## src/rtl/riscv_muldiv_pkg.sv

```systemverilog
// riscv_muldiv_pkg: shared constants for the EX-stage multiply/divide unit.
// Funct3 codes, FSM state encoding and the iteration count.
package riscv_muldiv_pkg;

    localparam int XLEN   = 32;
    localparam int N_ITER = 32;

    localparam logic [2:0] F3_MUL    = 3'b000;
    localparam logic [2:0] F3_MULH   = 3'b001;
    localparam logic [2:0] F3_MULHSU = 3'b010;
    localparam logic [2:0] F3_MULHU  = 3'b011;
    localparam logic [2:0] F3_DIV    = 3'b100;
    localparam logic [2:0] F3_DIVU   = 3'b101;
    localparam logic [2:0] F3_REM    = 3'b110;
    localparam logic [2:0] F3_REMU   = 3'b111;

    localparam logic [1:0] S_IDLE = 2'd0;
    localparam logic [1:0] S_CALC = 2'd1;
    localparam logic [1:0] S_DONE = 2'd2;

endpackage

```

## src/rtl/ex_muldiv_unit_if.sv

```systemverilog
// ex_muldiv_unit_if: EX-stage request/response bundle for the muldiv unit.
// master = pipeline side, slave = muldiv unit.
interface ex_muldiv_unit_if;
    import riscv_muldiv_pkg::*;

    logic            Start;
    logic [2:0]      Funct3;
    logic [XLEN-1:0] SrcA;
    logic [XLEN-1:0] SrcB;
    logic            Flush;
    logic            Stall;
    logic            Done;
    logic [XLEN-1:0] Result;

    modport master (
        output Start, Funct3, SrcA, SrcB, Flush,
        input  Stall, Done, Result
    );

    modport slave (
        input  Start, Funct3, SrcA, SrcB, Flush,
        output Stall, Done, Result
    );

endinterface

```

## src/rtl/muldiv_sign_fix.sv

```systemverilog
// muldiv_sign_fix: two-lane conditional two's-complement negate.
// Used for operand magnitudes before the op and result signs after it.
module muldiv_sign_fix #(
    parameter int WA = 32,
    parameter int WB = 32
)(
    input  logic [WA-1:0] i_a,
    input  logic          i_neg_a,
    input  logic [WB-1:0] i_b,
    input  logic          i_neg_b,
    output logic [WA-1:0] o_a,
    output logic [WB-1:0] o_b
);
    assign o_a = i_neg_a ? -i_a : i_a;
    assign o_b = i_neg_b ? -i_b : i_b;
endmodule

```

## src/rtl/ex_muldiv_unit.sv

```systemverilog
// ex_muldiv_unit: iterative RV32M multiply/divide unit for the EX stage.
// Define FAST_MUL_EN for a single-cycle multiplier; divides stay iterative.
module ex_muldiv_unit
    import riscv_muldiv_pkg::*;
#(
    parameter int WIDTH = 32,
    parameter int CNT_W = 6
)(
    input  logic            CLK,
    input  logic            RESET,
    ex_muldiv_unit_if.slave bus
);
    logic [1:0]         r_state;
    logic [CNT_W-1:0]   r_cnt;
    logic [2:0]         r_f3;
    logic               r_sa;
    logic               r_sb;
    logic [2*WIDTH-1:0] r_prod;
    logic [WIDTH-1:0]   r_rem;
    logic [WIDTH-1:0]   r_opb;
    logic [WIDTH-1:0]   r_result;

    logic               w_div, w_sgn_a, w_sgn_b;
    logic               w_dz, w_ovf, w_fast;
    logic [WIDTH-1:0]   w_mag_a, w_mag_b;
    logic [WIDTH-1:0]   w_fast_q, w_fast_rem;
    logic [2*WIDTH-1:0] w_fast_prod;
    logic [WIDTH:0]     w_madd, w_shift, w_trial;
    logic [2*WIDTH-1:0] w_fix_q;
    logic [WIDTH-1:0]   w_fix_r, w_final;
    logic               w_done, w_is_mul;

    assign w_div   = bus.Funct3[2];
    assign w_sgn_a = (bus.Funct3 == F3_MULH) || (bus.Funct3 == F3_MULHSU)
                  || (bus.Funct3 == F3_DIV)  || (bus.Funct3 == F3_REM);
    assign w_sgn_b = (bus.Funct3 == F3_MULH) || (bus.Funct3 == F3_DIV)
                  || (bus.Funct3 == F3_REM);

    muldiv_sign_fix #(.WA(WIDTH), .WB(WIDTH)) u_pre (
        .i_a     (bus.SrcA),
        .i_neg_a (w_sgn_a && bus.SrcA[WIDTH-1]),
        .i_b     (bus.SrcB),
        .i_neg_b (w_sgn_b && bus.SrcB[WIDTH-1]),
        .o_a     (w_mag_a),
        .o_b     (w_mag_b)
    );

    assign w_dz  = w_div && (bus.SrcB == '0);
    assign w_ovf = ((bus.Funct3 == F3_DIV) || (bus.Funct3 == F3_REM))
                && (bus.SrcA == {1'b1, {(WIDTH-1){1'b0}}})
                && (bus.SrcB == '1);

    // Fast results are stored pre-signed; signs are cleared on that path.
    assign w_fast_q   = w_dz ? '1 : {1'b1, {(WIDTH-1){1'b0}}};
    assign w_fast_rem = w_dz ? bus.SrcA : '0;

`ifdef FAST_MUL_EN
    logic signed [2*WIDTH+1:0] w_mprod;
    assign w_mprod = $signed({w_sgn_a & bus.SrcA[WIDTH-1], bus.SrcA})
                   * $signed({w_sgn_b & bus.SrcB[WIDTH-1], bus.SrcB});
    assign w_fast      = w_dz || w_ovf || !w_div;
    assign w_fast_prod = w_div ? {{WIDTH{1'b0}}, w_fast_q}
                               : w_mprod[2*WIDTH-1:0];
`else
    assign w_fast      = w_dz || w_ovf;
    assign w_fast_prod = {{WIDTH{1'b0}}, w_fast_q};
`endif

    assign w_madd  = {1'b0, r_prod[2*WIDTH-1:WIDTH]}
                   + (r_prod[0] ? {1'b0, r_opb} : '0);
    assign w_shift = {r_rem, r_prod[WIDTH-1]};
    assign w_trial = w_shift - {1'b0, r_opb};

    assign w_is_mul = !r_f3[2];

    muldiv_sign_fix #(.WA(2*WIDTH), .WB(WIDTH)) u_post (
        .i_a     (w_is_mul ? r_prod
                           : {{WIDTH{1'b0}}, r_prod[WIDTH-1:0]}),
        .i_neg_a (r_sa ^ r_sb),
        .i_b     (r_rem),
        .i_neg_b (r_sa),
        .o_a     (w_fix_q),
        .o_b     (w_fix_r)
    );

    always_comb begin
        w_final = w_fix_q[WIDTH-1:0];
        unique case (1'b1)
            (r_f3 == F3_MUL):
                w_final = w_fix_q[WIDTH-1:0];
            (!r_f3[2] && (r_f3 != F3_MUL)):
                w_final = w_fix_q[2*WIDTH-1:WIDTH];
            (r_f3[2] && !r_f3[1]):
                w_final = w_fix_q[WIDTH-1:0];
            (r_f3[2] && r_f3[1]):
                w_final = w_fix_r;
        endcase
    end

    assign w_done     = (r_state == S_DONE) && !bus.Flush;
    assign bus.Done   = w_done;
    assign bus.Result = w_done ? w_final : r_result;
    assign bus.Stall  = RESET && !bus.Flush
                     && (((r_state == S_IDLE) && bus.Start)
                      || (r_state == S_CALC));

    always_ff @(posedge CLK or negedge RESET) begin
        if (!RESET) begin
            r_state  <= S_IDLE;
            r_cnt    <= '0;
            r_f3     <= '0;
            r_sa     <= 1'b0;
            r_sb     <= 1'b0;
            r_prod   <= '0;
            r_rem    <= '0;
            r_opb    <= '0;
            r_result <= '0;
        end else if (bus.Flush) begin
            r_state <= S_IDLE;
        end else begin
            unique case (r_state)
                S_IDLE: begin
                    if (bus.Start) begin
                        r_f3  <= bus.Funct3;
                        r_opb <= w_mag_b;
                        if (w_fast) begin
                            r_sa    <= 1'b0;
                            r_sb    <= 1'b0;
                            r_prod  <= w_fast_prod;
                            r_rem   <= w_fast_rem;
                            r_state <= S_DONE;
                        end else begin
                            r_sa    <= w_sgn_a && bus.SrcA[WIDTH-1];
                            r_sb    <= w_sgn_b && bus.SrcB[WIDTH-1];
                            r_prod  <= {{WIDTH{1'b0}}, w_mag_a};
                            r_rem   <= '0;
                            r_cnt   <= CNT_W'(N_ITER - 1);
                            r_state <= S_CALC;
                        end
                    end
                end
                S_CALC: begin
                    if (r_f3[2]) begin
                        if (!w_trial[WIDTH]) begin
                            r_rem  <= w_trial[WIDTH-1:0];
                            r_prod <= {r_prod[2*WIDTH-1:WIDTH],
                                       r_prod[WIDTH-2:0], 1'b1};
                        end else begin
                            r_rem  <= w_shift[WIDTH-1:0];
                            r_prod <= {r_prod[2*WIDTH-1:WIDTH],
                                       r_prod[WIDTH-2:0], 1'b0};
                        end
                    end else begin
                        r_prod <= {w_madd, r_prod[WIDTH-1:1]};
                    end
                    r_cnt <= r_cnt - 1'b1;
                    if (r_cnt == '0)
                        r_state <= S_DONE;
                end
                S_DONE: begin
                    r_result <= w_final;
                    r_state  <= S_IDLE;
                end
                default: r_state <= S_IDLE;
            endcase
        end
    end

endmodule

```

## src/flat_wrapper.sv

```systemverilog
// flat-port wrapper written by rule: the top's interface ports become plain ports
module ex_muldiv_unit_flat import riscv_muldiv_pkg::*;
#(
    parameter int WIDTH = 32,
    parameter int CNT_W = 6
)
  (CLK, RESET, bus_Start, bus_Funct3, bus_SrcA, bus_SrcB, bus_Flush, bus_Stall, bus_Done, bus_Result);
  ex_muldiv_unit_if bus_i ();
  input  logic CLK;
  input  logic RESET;
  input wire logic [$bits(bus_i.Start)-1:0] bus_Start;
  input wire logic [$bits(bus_i.Funct3)-1:0] bus_Funct3;
  input wire logic [$bits(bus_i.SrcA)-1:0] bus_SrcA;
  input wire logic [$bits(bus_i.SrcB)-1:0] bus_SrcB;
  input wire logic [$bits(bus_i.Flush)-1:0] bus_Flush;
  output wire logic [$bits(bus_i.Stall)-1:0] bus_Stall;
  output wire logic [$bits(bus_i.Done)-1:0] bus_Done;
  output wire logic [$bits(bus_i.Result)-1:0] bus_Result;
  assign bus_i.Start = bus_Start;
  assign bus_i.Funct3 = bus_Funct3;
  assign bus_i.SrcA = bus_SrcA;
  assign bus_i.SrcB = bus_SrcB;
  assign bus_i.Flush = bus_Flush;
  assign bus_Stall = bus_i.Stall;
  assign bus_Done = bus_i.Done;
  assign bus_Result = bus_i.Result;
  ex_muldiv_unit #(.WIDTH(WIDTH), .CNT_W(CNT_W)) u_core (.CLK(CLK), .RESET(RESET), .bus(bus_i));
endmodule
```

## config.mk

```make
export PLATFORM = sky130hd
export DESIGN_NAME = ex_muldiv_unit_flat
export DESIGN_NICKNAME = d
export VERILOG_FILES = /design/src/rtl/riscv_muldiv_pkg.sv /design/src/rtl/ex_muldiv_unit_if.sv /design/src/rtl/muldiv_sign_fix.sv /design/src/rtl/ex_muldiv_unit.sv /design/src/flat_wrapper.sv
export SDC_FILE = /design/constraint.sdc
export NUM_CORES = 1
export LEC_CHECK = 0
export BUFFER_PORTS_ARGS = -buffer_cell sky130_fd_sc_hd__buf_2
export CORE_ASPECT_RATIO = 0.9
export CORE_MARGIN = 2
export CORE_UTILIZATION = 49
export DETAILED_ROUTE_END_ITERATION = 12
export PLACE_DENSITY_LB_ADDON = 0.1
export SETUP_SLACK_MARGIN = 0.02
export SKIP_CTS_REPAIR_TIMING = 1
export SLEW_MARGIN = 20
export SYNTH_ARGS = -nofsm -noshare
export SYNTH_HDL_FRONTEND = slang
export SYNTH_SLANG_ARGS = --single-unit
```

## constraint.sdc

```tcl
create_clock -name CLK -period 5.1 [get_ports CLK]
set_clock_uncertainty 0.2 [all_clocks]
set_input_delay 0.255 -clock CLK [delete_from_list [all_inputs] [get_ports CLK]]
set_output_delay 0.255 -clock CLK [all_outputs]
set_load 0.02 [all_outputs]
```

**Yosys cells after proc, flatten, opt, wreduce, memory -nomap -nowiden**

Cells that the tools add are included.

- Bits in latches: 0
- Memories: 0
- ROM bits: 0
- Bits in registers: 173
- Input bits: 71
- Output and inout bits: 34
- RAM bits: 0

- Divide/modulo/power cells: 0
- Mux-type cells: 30
- Multiply operators: 0
- Eq/ne operators: 14
- $lt $le $gt $ge: 0
- Shifts and indexed selects: 0
- Reductions and logical operators: 37
- Bitwise gates (word level): 2
- $add $sub $neg: 7

Operators by type and width:

| operator | count |
|---|---|
| 2-to-1 mux 32 bit | 11 |
| 2-to-1 mux 64 bit | 4 |
| case mux 64 bit (2 select lines) | 1 |
| negator 32 bit | 3 |
| case mux 32 bit (3 select lines) | 1 |
| == test 32 bit (second input constant) | 2 |
| negator 64 bit | 1 |
| case mux 32 bit (2 select lines) | 1 |
| adder 32 x 33 -> 33 bit | 1 |
| subtractor 33 x 32 -> 33 bit | 1 |
| zero test 32 bit | 1 |
| 2-to-1 mux 31 bit | 1 |
| logical AND 1 bit | 12 |
| 2-to-1 mux 6 bit | 2 |
| case mux 6 bit (2 select lines) | 1 |
| AND reduction 4 bit | 3 |
| logical OR 1 bit | 8 |
| 2-to-1 mux 2 bit | 4 |
| == test 3 bit (second input constant) | 2 |
| zero test 6 bit | 1 |
| != test 2 bit (second input constant) | 3 |
| != test 3 bit (second input constant) | 2 |
| AND reduction 3 bit | 2 |
| subtractor 6 x 1 -> 6 bit (second input constant) | 1 |
| 16 further kinds | 21 |

**Depth between registers and ports, before layout**

Gate-level depths: netlist of the first run.

- Word-level depth: 9
- Mapped depth: 15
- Mapped depth without buffers: 13

**Modules after synthesis**

A second synthesis of the first run with hierarchy kept.

- Cell total of the unflattened synthesis: 2028
- Area total of the unflattened synthesis: 15990.3 µm²

By module, submodules not included:

| module | cells an instance | sequential area each (µm²) | times used | area an instance (µm²) |
|---|---|---|---|---|
| ex_muldiv_unit | 1513 | 4329.2 | 1 | 12370.6 |
| muldiv_sign_fix (u_core.u_post) | 317 | 0.0 | 1 | 2220.9 |
| muldiv_sign_fix (u_core.u_pre) | 198 | 0.0 | 1 | 1398.8 |

**Worst setup path after synthesis of the first run**

No wires, ideal clock.

- Path type: register -> output
- From: register u_core.r_prod[0]
- To: output port bus_Result[18]
- Path slack: 1381 ps
- Arrival time: 3264 ps
- Data required time: 4645 ps
- Buffers on the path: 2
- Cell stages (with the launch flop): 14
- Cells stage by stage: dfrtp_1 > inv_1 > clkbuf_1 > ha_1 > inv_1 > or4_1 > clkbuf_1 > nor3_4 > nand2_2 > or3_1 > o21ai_1 > a21oi_1 > o221a_2 > o21ai_1

- Longest elaborated chain between the ends: 5

RTL lines:

| element | RTL line | source |
|---|---|---|
| start, declared | ex_muldiv_unit.sv:18 | `logic [2*WIDTH-1:0] r_prod;` |
| start signal, assigned | ex_muldiv_unit.sv:129 | `r_prod <= w_fast_prod;` |
| start signal, assigned | ex_muldiv_unit.sv:135 | `r_prod <= {{WIDTH{1'b0}}, w_mag_a};` |
| start signal, assigned | ex_muldiv_unit.sv:146 | `r_prod <= {r_prod[2*WIDTH-1:WIDTH],` |
| 2-to-1 mux 64 bit | ex_muldiv_unit.sv:77 | `.i_a (w_is_mul ? r_prod` |
| negator 64 bit | muldiv_sign_fix.sv:14 | `assign o_a = i_neg_a ? -i_a : i_a;` |
| 2-to-1 mux 64 bit | muldiv_sign_fix.sv:14 |  |
| case mux 32 bit (3 select lines) | ex_muldiv_unit.sv:88 | `unique case (1'b1)` |
| 2-to-1 mux 32 bit | ex_muldiv_unit.sv:102 | `assign bus.Result = w_done ? w_final : r_result;` |
| end, declared | flat_wrapper.sv:18 | `output wire logic [$bits(bus_i.Result)-1:0] bus_Result;` |

No other way between the ends.

**Worst setup path in the final report of the first run**

- From: register u_core.r_prod[4]
- To: output port bus_Result[29]

The elaborated chain is that of the path after synthesis.

==> results of run 1 <==
-- power breakdown --
group	total, mW	switching, mW	internal [mW]
combinational	6.10	3.84	2.27
clock	1.41	0.624	0.785
sequential	2.36	0.575	1.79
-- metrics by stage --
step | util [%] | instances | hold slack (ns) | worst slack [ns]
after floorplan | - | 2032 | -0.241 | 1.38
after detailed placement | 52.3 | 2468 | 0.137 | 0.924
after global routing | 55.3 | 2532 | 0.00355 | 0.204
final | 55.3 | 2533 | -0.0361 | 0.419
after global placement | 52.3 | 2468 | 0.143 | 0.983
after CTS | 54.2 | 2500 | -0.361 | 0.441
-- worst max-delay path by stage --
stage | to | startpoint | slack (ns) | cells after the start
4_1_cts | bus_Result[21] | u_core.r_prod[4] | 0.44 | 10
3_3_place_gp | u_core.r_rem[5] | u_core.r_prod[31] | 0.98 | 13
5_1_grt | bus_Result[21] | u_core.r_prod[4] | 0.20 | 10
3_5_place_dp | u_core.r_rem[4] | u_core.r_prod[31] | 0.92 | 13
2_1_floorplan | bus_Result[18] | u_core.r_prod[0] | 1.38 | 13
6_report | bus_Result[29] | u_core.r_prod[4] | 0.42 | 10
-- layout make-up --
class                      instances  area [um2]
antenna                            1        2.50
sequential                       173        4330
clock inverter                    14         165
multi-input combinational       1674       10700
clock buffer                      18         439
inverter                          68         255
tap                              416         520
fill                            3101       14200
timing repair buffer             169        1090
-- cell usage after synthesis, drive strengths merged, types with 16 or more instances --
master	number
a31oi	40
nor4	24
o21ai	166
nor3	60
o31ai	32
a221oi	16
inv	68
a21oi	213
xnor2	107
mux2i	39
nor2b	22
dfrtp	173
nor2	187
xor2	87
o22ai	25
nand3	43
a22o	30
nand2	222
ha	71
clkbuf	100
a21o	29
nand2b	18
o41ai	18
or4	18
buf	17
-- registers in the layout, summed over array words and instances, names as in the netlist --
register / count
u_core.r_cnt: 6
u_core.r_result: 32
u_core.r_rem: 32
u_core.r_f3: 3
u_core.r_sb: 1
u_core.r_state: 2
u_core.r_prod: 64
u_core.r_sa: 1
u_core.r_opb: 32
-- placed cells by master (no fill, tap or decap), types with 43 or more instances in the layout --
cell,netlist,routed
a21oi_1,213,212
buf_2,5,103
dfrtp_1,173,172
ha_1,71,71
inv_1,68,68
nand2_1,221,220
nand3_1,43,43
nor2_1,187,186
nor3_1,57,55
o21ai_0,157,156
xnor2_1,107,105
xor2_1,87,86
-- kinds of logic after synthesis --
family / synth area share, %
mux: 3.50
xor+xnor: 10.9
compound gates: 26.4
flops: 27.6
buf+inv: 4.62
fa+ha+maj: 5.93
simple gates: 21.0
-- layer usage --
| layer | GRT usage [%] | share of wire, % | up-vias |
|---|---|---|---|
| li1 | - | - | 7537 |
| met1 | 52.3 | 46 | 7770 |
| met2 | 52.5 | 43 | 726 |
| met3 | 6.32 | 8.1 | 100 |
| met4 | 12.6 | 3.1 | 2 |
| met5 | 0 | 0.0084 | - |
-- critical path, stage by stage (launching register included) --
cell     delay, ns
dfrtp_1       0.45
or4_4         0.57
or4_1         0.62
nor3_2        0.48
nand2_1       0.31
nor4_1        0.40
a21oi_1       0.14
xnor2_1       0.25
a21oi_1       0.09
o21ai_0       0.22
buf_2         0.22
==> results.md, run 1 <==
* Run status: finished with violations
* Failing checks: hold timing
* Leak pwr at around 7.6 nW
* Final Hold Fails at 13
* Kind of end point of the critical path: primary output
* Path depth of the worst reg2reg path at 13
* CTS tree: built
* Pwr Total at 9.88 mW
* Final Cycle Share at between 90% and 100%
* Startpoint Class: register
* GRT Residual Overflow at 0
* Worst Hold Launch: bus_SrcB[30]
* Synthesis-stage register bit count at 173
* Crit path DAT at 4.23 ns
* Critical R2R Capture: u_core.r_rem[4]
* Vias in the first global route at approximately 15000
* Post-synth top area share at 27.6%
* Root Buffer: clkbuf_16
* Syn Area/Cell at ~7.7 um2
* DRC at 0
* Initial DRT Pass Iterations at 5
* Worst-margin pin slew at 0.943 ns
* Syn. warnings at 0
* Cts bufs inserted at 17
* Synth cell types at 79
* Full die area at ~33000 um2
* Gr usage total at 35.7%
* Hold depth at 3
* DRT Wirelength at just under 60000 um
* Power Density at 565 nW/um2
* Count of input and output buffers at 104
* Via density at roughly 6.4
* Cells after Synth at between 2000 and 2500
* Fmax at approximately 0.21 GHz
* Starting density of the core at about half
* Vias at about 16000
* Post-synthesis async set-or-reset flop share at 100%
* Mapped Area at 15700 um2
* Net Count, Synth at 2176
* First-pass GRT wire length at 90000 um
* Clk Latency, worst-skew pair at 0.47 ns
* TNS Setup at 0 ns
* Starting DRC count in detailed routing at 1844
* Internal reg-to-reg setup slack at approximately 0.7 ns
* Placer Congestion at 0.977
* Routed Antenna Nets at 0
* Layout cells sized above 1 at 10.4%
* Placed cell area at 16600 um2
* Reg-to-reg startpoint: u_core.r_prod[31]
* CTS Buffer Depth at 2
* Setup repair after global routing missed its margin: false
* Hold Path Class: in2reg
* Relative slew slack at between 30 and 40%
* Row Count at 62
* Die H at 174 um
* Top post-synthesis cells by area: dfrtp_1 28%, a21oi_1 6.8%, xnor2_1 6.0%
* Crit Path Category: reg2out
* Worst-path clk slew at roughly 0.08 ns
* Core ar. at approximately 32000 um2
* Worst-path maximum fanout at 7
* Worst VDD drop at 359 uV
* Synth-to-Final Area Change at 11.7%
* Dpl hpwl at 45400 um
* H-tree levels at 4
* Final min period at 4.68 ns
* Initial antenna violation count at 1
* Post-route cell area at 17500 um2
* Post-synth EDFFs at 0
* Post-synth top flop: dfrtp_1
* Fin nets at 2247
* Final setup fails at 0
* CP required at approximately 4.6 ns
* Max-Cap Viols at 0
* Num ports at 105
* Clock sink count at 173
* Fin. max-slew vios at 0
* Hold Crit Endpoint: u_core.r_opb[30]
* Sequential-to-total area share from yosys stat at 27.6%
* WL/cell at 23.5 um
* Hold WS at -0.0361 ns
* Die X at 192 um
* Largest net degree at the start of global routing at between 70 and 80
* Synth area leader: dfrtp_1
No activity file was read; power rests on OpenSTA's default activity.
==> inputs of run 2 (changes only) <==
CORE_UTILIZATION = 60   (was 49)
HOLD_SLACK_MARGIN = 0.12   (was not set)
==> run 2 against run 1 <==
Effect of this change: the flow now finishes without violations; critical path depth unchanged; sequential cell count unchanged; routed wire length fell by 2.9%; total power shrank 0.20%; hold slack better by 0.092 ns; first-iteration DRC count rose by 17%; final cell count down 1.7%; critical endpoint is now bus_Result[21].
==> results.md, run 2 (synthesis gave the netlist of run 1 again) <==
* DRC at 0 (unchanged)
* Final Hold Fails at 0 (-13)
* Startpoint Class: register
* Reg area at 4330 um2 (unchanged)
* Commonest non-fill, non-tap cell in the layout: nand2_1
* Crit Path Category: reg2out
* Gr usage total at 40.8% (+5.1 points)
* Max reg flops at 64 (unchanged)
* Placer Congestion at 1.04 (+6.9%)
* Commonest non-fill, non-tap cells in the layout: 220 x nand2_1, 212 x a21oi_1, 186 x nor2_1
* Vias at 16800 (+4.1%)
* Num ports at 105 (unchanged)
* H-tree levels at 4 (unchanged)
* Clock sink count at 173 (unchanged)
* Dpl hpwl at 42400 um (-6.5%)
* Vias in the first global route at 14600 (-0.14%)
* Relative slew slack at 13.2% (-22 points)
* Worst-path clk slew at 0.08 ns (about the same)
* Initial antenna violation count at 2 (+1)
* CP required at 4.64 ns (about the same)
* Full die area at 27400 um2 (-18%)
* Final Cycle Share at 91.8% (about the same)
* Critical R2R Capture: u_core.r_rem[5]
* Setup repair after global routing missed its margin: false
* P_int at 4.86 mW (+0.34%)
* Die X at 174 um (-9.4%)
* Reg-to-reg startpoint: u_core.r_prod[31]
* N_diodes at 0 (-1)
* Core ar. at 25900 um2 (-18%)
* Internal reg-to-reg setup slack at 0.84 ns (+0.13 ns)
* Cts bufs inserted at 17 (unchanged)
* Hold Path Class: in2reg
* Starting DRC count in detailed routing at 2164 (+17%)
* Register share of total power at 24.3% (+0.4 points)
* Final setup fails at 0 (unchanged)
* Pwr Total at 9.86 mW (-0.20%)
* CTS tree: built
* Leak pwr at 7.70 nW (+1.5%)
* Root Buffer: clkbuf_16
* TNS Setup at 0 ns (unchanged)
* DRT Wirelength at 57900 um (-2.9%)
* Largest net degree at the start of global routing at 122 (+72%)
* CTS Buffer Depth at 2 (unchanged)
* Routed Antenna Nets at 0 (unchanged)
* Clk Latency, worst-skew pair at 0.46 ns (about the same)
* Hold WS at 0.0561 ns (+0.0922 ns)
* Worst VDD drop at 346 uV (-3.4%)
* # fillers at 2146 (-31%)
* Initial DRT Pass Iterations at 7 (+2)
* Register bank with the most flops: u_core.r_prod
* Worst-margin pin slew at 1.29 ns (+0.347 ns)
* WL/cell at 23.2 um (-1.2%)
* Hold depth at 3 (unchanged)
* Die H at 157 um (-9.4%)
* Synth-to-Final Area Change at 13.0%
* Fin. max-slew vios at 0 (unchanged)
* Starting density of the core at 60.6% (+11 points)
* Multi-input combinational cell area at 10700 um2 (-0.11%)
* Power share of the clock group at 14.7% (+0.4 points)
* Row Count at 56 (-9.7%)
* Via density at 6.75 (+5.9%)
* First-pass GRT wire length at 86300 um (-4.1%)
* Path depth of the worst reg2reg path at 13 (unchanged)
* Hold Crit Endpoint: u_core.r_rem[24]
* Worst-path maximum fanout at 7 (unchanged)
* Layout cells sized above 1 at 10.0% (-0.45 points)
* Count of input and output buffers at 104 (unchanged)
* Worst Hold Launch: bus_SrcA[24]
* Comb power frac at 60.9% (-0.9 points)
* Power Density at 557 nW/um2 (-1.3%)
* GRT Residual Overflow at 0 (unchanged)
* P_sw at 5.00 mW (-0.72%)
* Fmax at 0.214 GHz (about the same)
* Final min period at 4.68 ns (-0.000964 ns)
* Crit path DAT at 4.22 ns (about the same)
* Fin nets at 2272 (+1.1%)
* Run status: completed
* Switching share of total power at 50.7% (-0.27 points)
* Max-Cap Viols at 0 (unchanged)
* Kind of end point of the critical path: primary output
run 2: area by class of cell:
| cell class | instances | area share, % |
|---|---|---|
| Clock buffer | 19 | 2.56 |
| Inverter | 68 | 1.44 |
| Tap cell | 348 | 2.46 |
| Sequential cell | 173 | 24.5 |
| Clock inverter | 13 | 0.990 |
| Multi-Input combinational cell | 1674 | 60.3 |
| Timing Repair Buffer | 194 | 7.76 |
run 2: per-layer routing:
layer | share of wire (%) | wire length, um | track usage [%]
met1 | 41 | 23900 | 56.8
met2 | 44 | 25300 | 63.1
met3 | 11 | 6090 | 7.78
met4 | 4.4 | 2570 | 15.4
met5 | 0.041 | 24 | 0
run 2: worst max-delay path: stages, from the launching register on:
cell and delay, ns:
dfrtp_1 0.44, or4_4 0.57, or4_1 0.64, nor3_2 0.47, nand2_1 0.28, nor4_1 0.47
nor2_1 0.10, xnor2_1 0.17, a21oi_1 0.11, o21ai_0 0.28, buf_2 0.22
run 2: worst max path at each step:
stage                 startpoint         endpoint  slack (ns)  cells after the start
2_1_floorplan   u_core.r_prod[0]   bus_Result[18]        1.38                     13
3_3_place_gp     u_core.r_rem[8]   bus_Result[28]        1.13                     10
3_5_place_dp   u_core.r_prod[31]  u_core.r_rem[5]        1.02                     13
4_1_cts         u_core.r_prod[4]   bus_Result[21]        0.51                     10
5_1_grt          u_core.r_rem[8]   bus_Result[28]        0.27                     10
6_report        u_core.r_prod[4]   bus_Result[21]        0.42                     10
run 2: metrics by stage:
stage	cells	instance area, um2	utilization, %	setup slack [ns]
after CTS	2426	17100	66.0	0.515
final	2489	17700	68.5	0.420
after floorplan	2032	15700	-	1.38
after global placement	2394	16400	63.6	1.13
after global routing	2489	17700	68.5	0.267
after detailed placement	2394	16400	63.6	1.02
run 2: power by group through the flow:
| stage | registers, mW | logic, mW | clock network, mW |
|---|---|---|---|
| floorplan | 2.13 | 4.28 | 0 |
| global placement | 2.38 | 5.69 | 0 |
| detailed placement | 2.39 | 5.75 | 0 |
| CTS | 2.36 | 5.79 | 1.45 |
| global route | 2.44 | 6.49 | 1.51 |
| finish | 2.40 | 6.01 | 1.45 |
==> inputs of run 3 (changes only) <==
CELL_PAD_IN_SITES_DETAIL_PLACEMENT = 0   (was not set)
CELL_PAD_IN_SITES_GLOBAL_PLACEMENT = 1   (was not set)
CORE_UTILIZATION = 47   (was 60)
==> run 3 against run 2 <==
Effect of this change: sequential share of layout area decreased by 0.24 points; maximum frequency up 0.44%; highest routed layer is now met4; register-to-register slack improved by 0.10 ns; critical path type unchanged.
==> results.md, run 3 (synthesis gave the netlist of run 1 again) <==
* Run status: completed
* Register bank with the most flops: u_core.r_prod
* Root Buffer: clkbuf_16
* Initial antenna violation count at 0 (-2)
* Final worst setup slack at 0.441 ns (+0.0206 ns)
* Max-Cap Viols at 0 (unchanged)
* Fin cells at 2572 (+3.3%)
* Power Density at 555 nW/um2 (-0.31%)
* Worst VDD drop at 341 uV (-1.4%)
* Leak pwr at 7.74 nW (+0.49%)
* First-pass GRT wire length at 90800 um (+5.1%)
* Dpl hpwl at 46400 um (+9.4%)
* Worst-path clk slew at 0.07 ns (about the same)
* CP required at 4.64 ns (about the same)
* Hold Path Class: in2reg
* N_diodes at 0 (unchanged)
* Worst-path maximum fanout at 7 (unchanged)
* Layout cells sized above 1 at 10.0% (+0.051 points)
* Final Cycle Share at 91.4% (-0.40 points)
* Num ports at 105 (unchanged)
* CP Launch Point: u_core.r_prod[4]
* Starting density of the core at 47.6% (-13 points)
* Via density at 6.25 (-7.4%)
* Relative slew slack at 30.7% (+18 points)
* Clock sink count at 173 (unchanged)
* Gr usage total at 34.8% (-6.0 points)
* Starting DRC count in detailed routing at 1524 (-30%)
* # fillers at 3192 (+49%)
* Placer Congestion at 0.956 (-8.5%)
* Fin. max-slew vios at 0 (unchanged)
* Commonest non-fill, non-tap cell in the layout: nand2_1
* Final setup fails at 0 (unchanged)
* Largest net degree at the start of global routing at 77 (-37%)
* WL/cell at 23.8 um (+2.4%)
* Cts bufs inserted at 17 (unchanged)
* Placed cell count at 2472 (+3.3%)
* CTS Buffer Depth at 2 (unchanged)
* Post-route cell area at 17900 um2 (+0.98%)
* Commonest non-fill, non-tap cells in the layout: 220 x nand2_1, 212 x a21oi_1, 186 x nor2_1
* Vias in the first global route at 14500 (-0.82%)
* Pre-CTS WS at 1.02 ns (+0.000810 ns)
* DRC at 0 (unchanged)
* Crit Path Category: reg2out
* Final Hold Fails at 0 (unchanged)
* Crit path DAT at 4.20 ns (-0.02 ns)
* Fmax at 0.215 GHz (+0.44%)
* Initial DRT Pass Iterations at 5 (-2)
* Placed cell area at 16600 um2 (+0.75%)
* Fin nets at 2281 (+0.40%)
* Row Count at 63 (+13%)
* DRT Wirelength at 61200 um (+5.8%)
* Synth-to-Final Area Change at 14.1%
* Startpoint Class: register
* Worst Hold Launch: bus_SrcA[27]
* Setup repair after global routing missed its margin: false
* Count of input and output buffers at 104 (unchanged)
* Die H at 177 um (+13%)
* Core ar. at 32900 um2 (+27%)
* Reg-to-reg startpoint: u_core.r_prod[31]
* Kind of end point of the critical path: primary output
* Routed Antenna Nets at 0 (unchanged)
* Final min period at 4.66 ns (-0.0206 ns)
* Max reg flops at 64 (unchanged)
* Post-Route Utilization at 54.4% (-14 points)
* H-tree levels at 4 (unchanged)
* TNS Setup at 0 ns (unchanged)
* Full die area at 34800 um2 (+27%)
* Vias at 16100 (-4.3%)
* GRT Residual Overflow at 0 (unchanged)
* Worst-margin pin slew at 1.03 ns (-0.257 ns)
* CTS tree: built
* Clk Latency, worst-skew pair at 0.48 ns (+0.02 ns)
* Die X at 196 um (+13%)
-- run 3: final cells by class --
type | instances | area (um2) | area share [%]
clock buffer | 21 | 460 | 2.58
clock inverter | 11 | 165 | 0.924
inverter | 68 | 255 | 1.43
multi-input combinational | 1674 | 10700 | 59.8
sequential | 173 | 4330 | 24.2
tap | 422 | 528 | 2.95
timing repair buffer | 203 | 1450 | 8.13
-- run 3: final timing paths --
kind / cells past startpoint / to / slack (ns)
max: 8 / bus_Result[5] / 0.44
min: 5 / u_core.r_rem[27] / 0.08
max reg2reg: 13 / u_core.r_rem[4] / 0.94
min reg2reg: 2 / u_core.r_result[15] / 0.27
max in group asynchronous: 3 / u_core.r_prod[9] / 3.22
min in group asynchronous: 2 / u_core.r_prod[57] / 0.18
-- run 3: routing by layer --
layer	GRT usage [%]	vias up	share of wire [%]
met3	7.37	81	8.5
met5	0	-	0
met2	52.8	651	44
met1	49.3	7743	45
met4	11.4	0	2.7
li1	-	7591	-
-- run 3: critical path, stage by stage (launching register included) --
cell,delay [ns]
dfrtp_1,0.45
or4_4,0.57
or4_1,0.64
or3_4,0.45
nor3_2,0.52
o31ai_1,0.14
a2111oi_0,0.63
nor2_1,0.14
buf_2,0.20
-- run 3: per-stage QoR --
step,power (mW),hold WS [ns]
final,9.92,0.0824
after global routing,10.5,0.120
after CTS,9.76,-0.355
after detailed placement,8.29,0.154
after global placement,8.26,0.148
after floorplan,6.41,-0.241
-- run 3: power by group --
group | leakage [nW] | switching (mW) | internal, mW
registers | 2.18 | 0.599 | 1.79
clock network | 0.307 | 0.612 | 0.843
logic | 5.25 | 3.77 | 2.31
total | 7.74 | 4.98 | 4.94
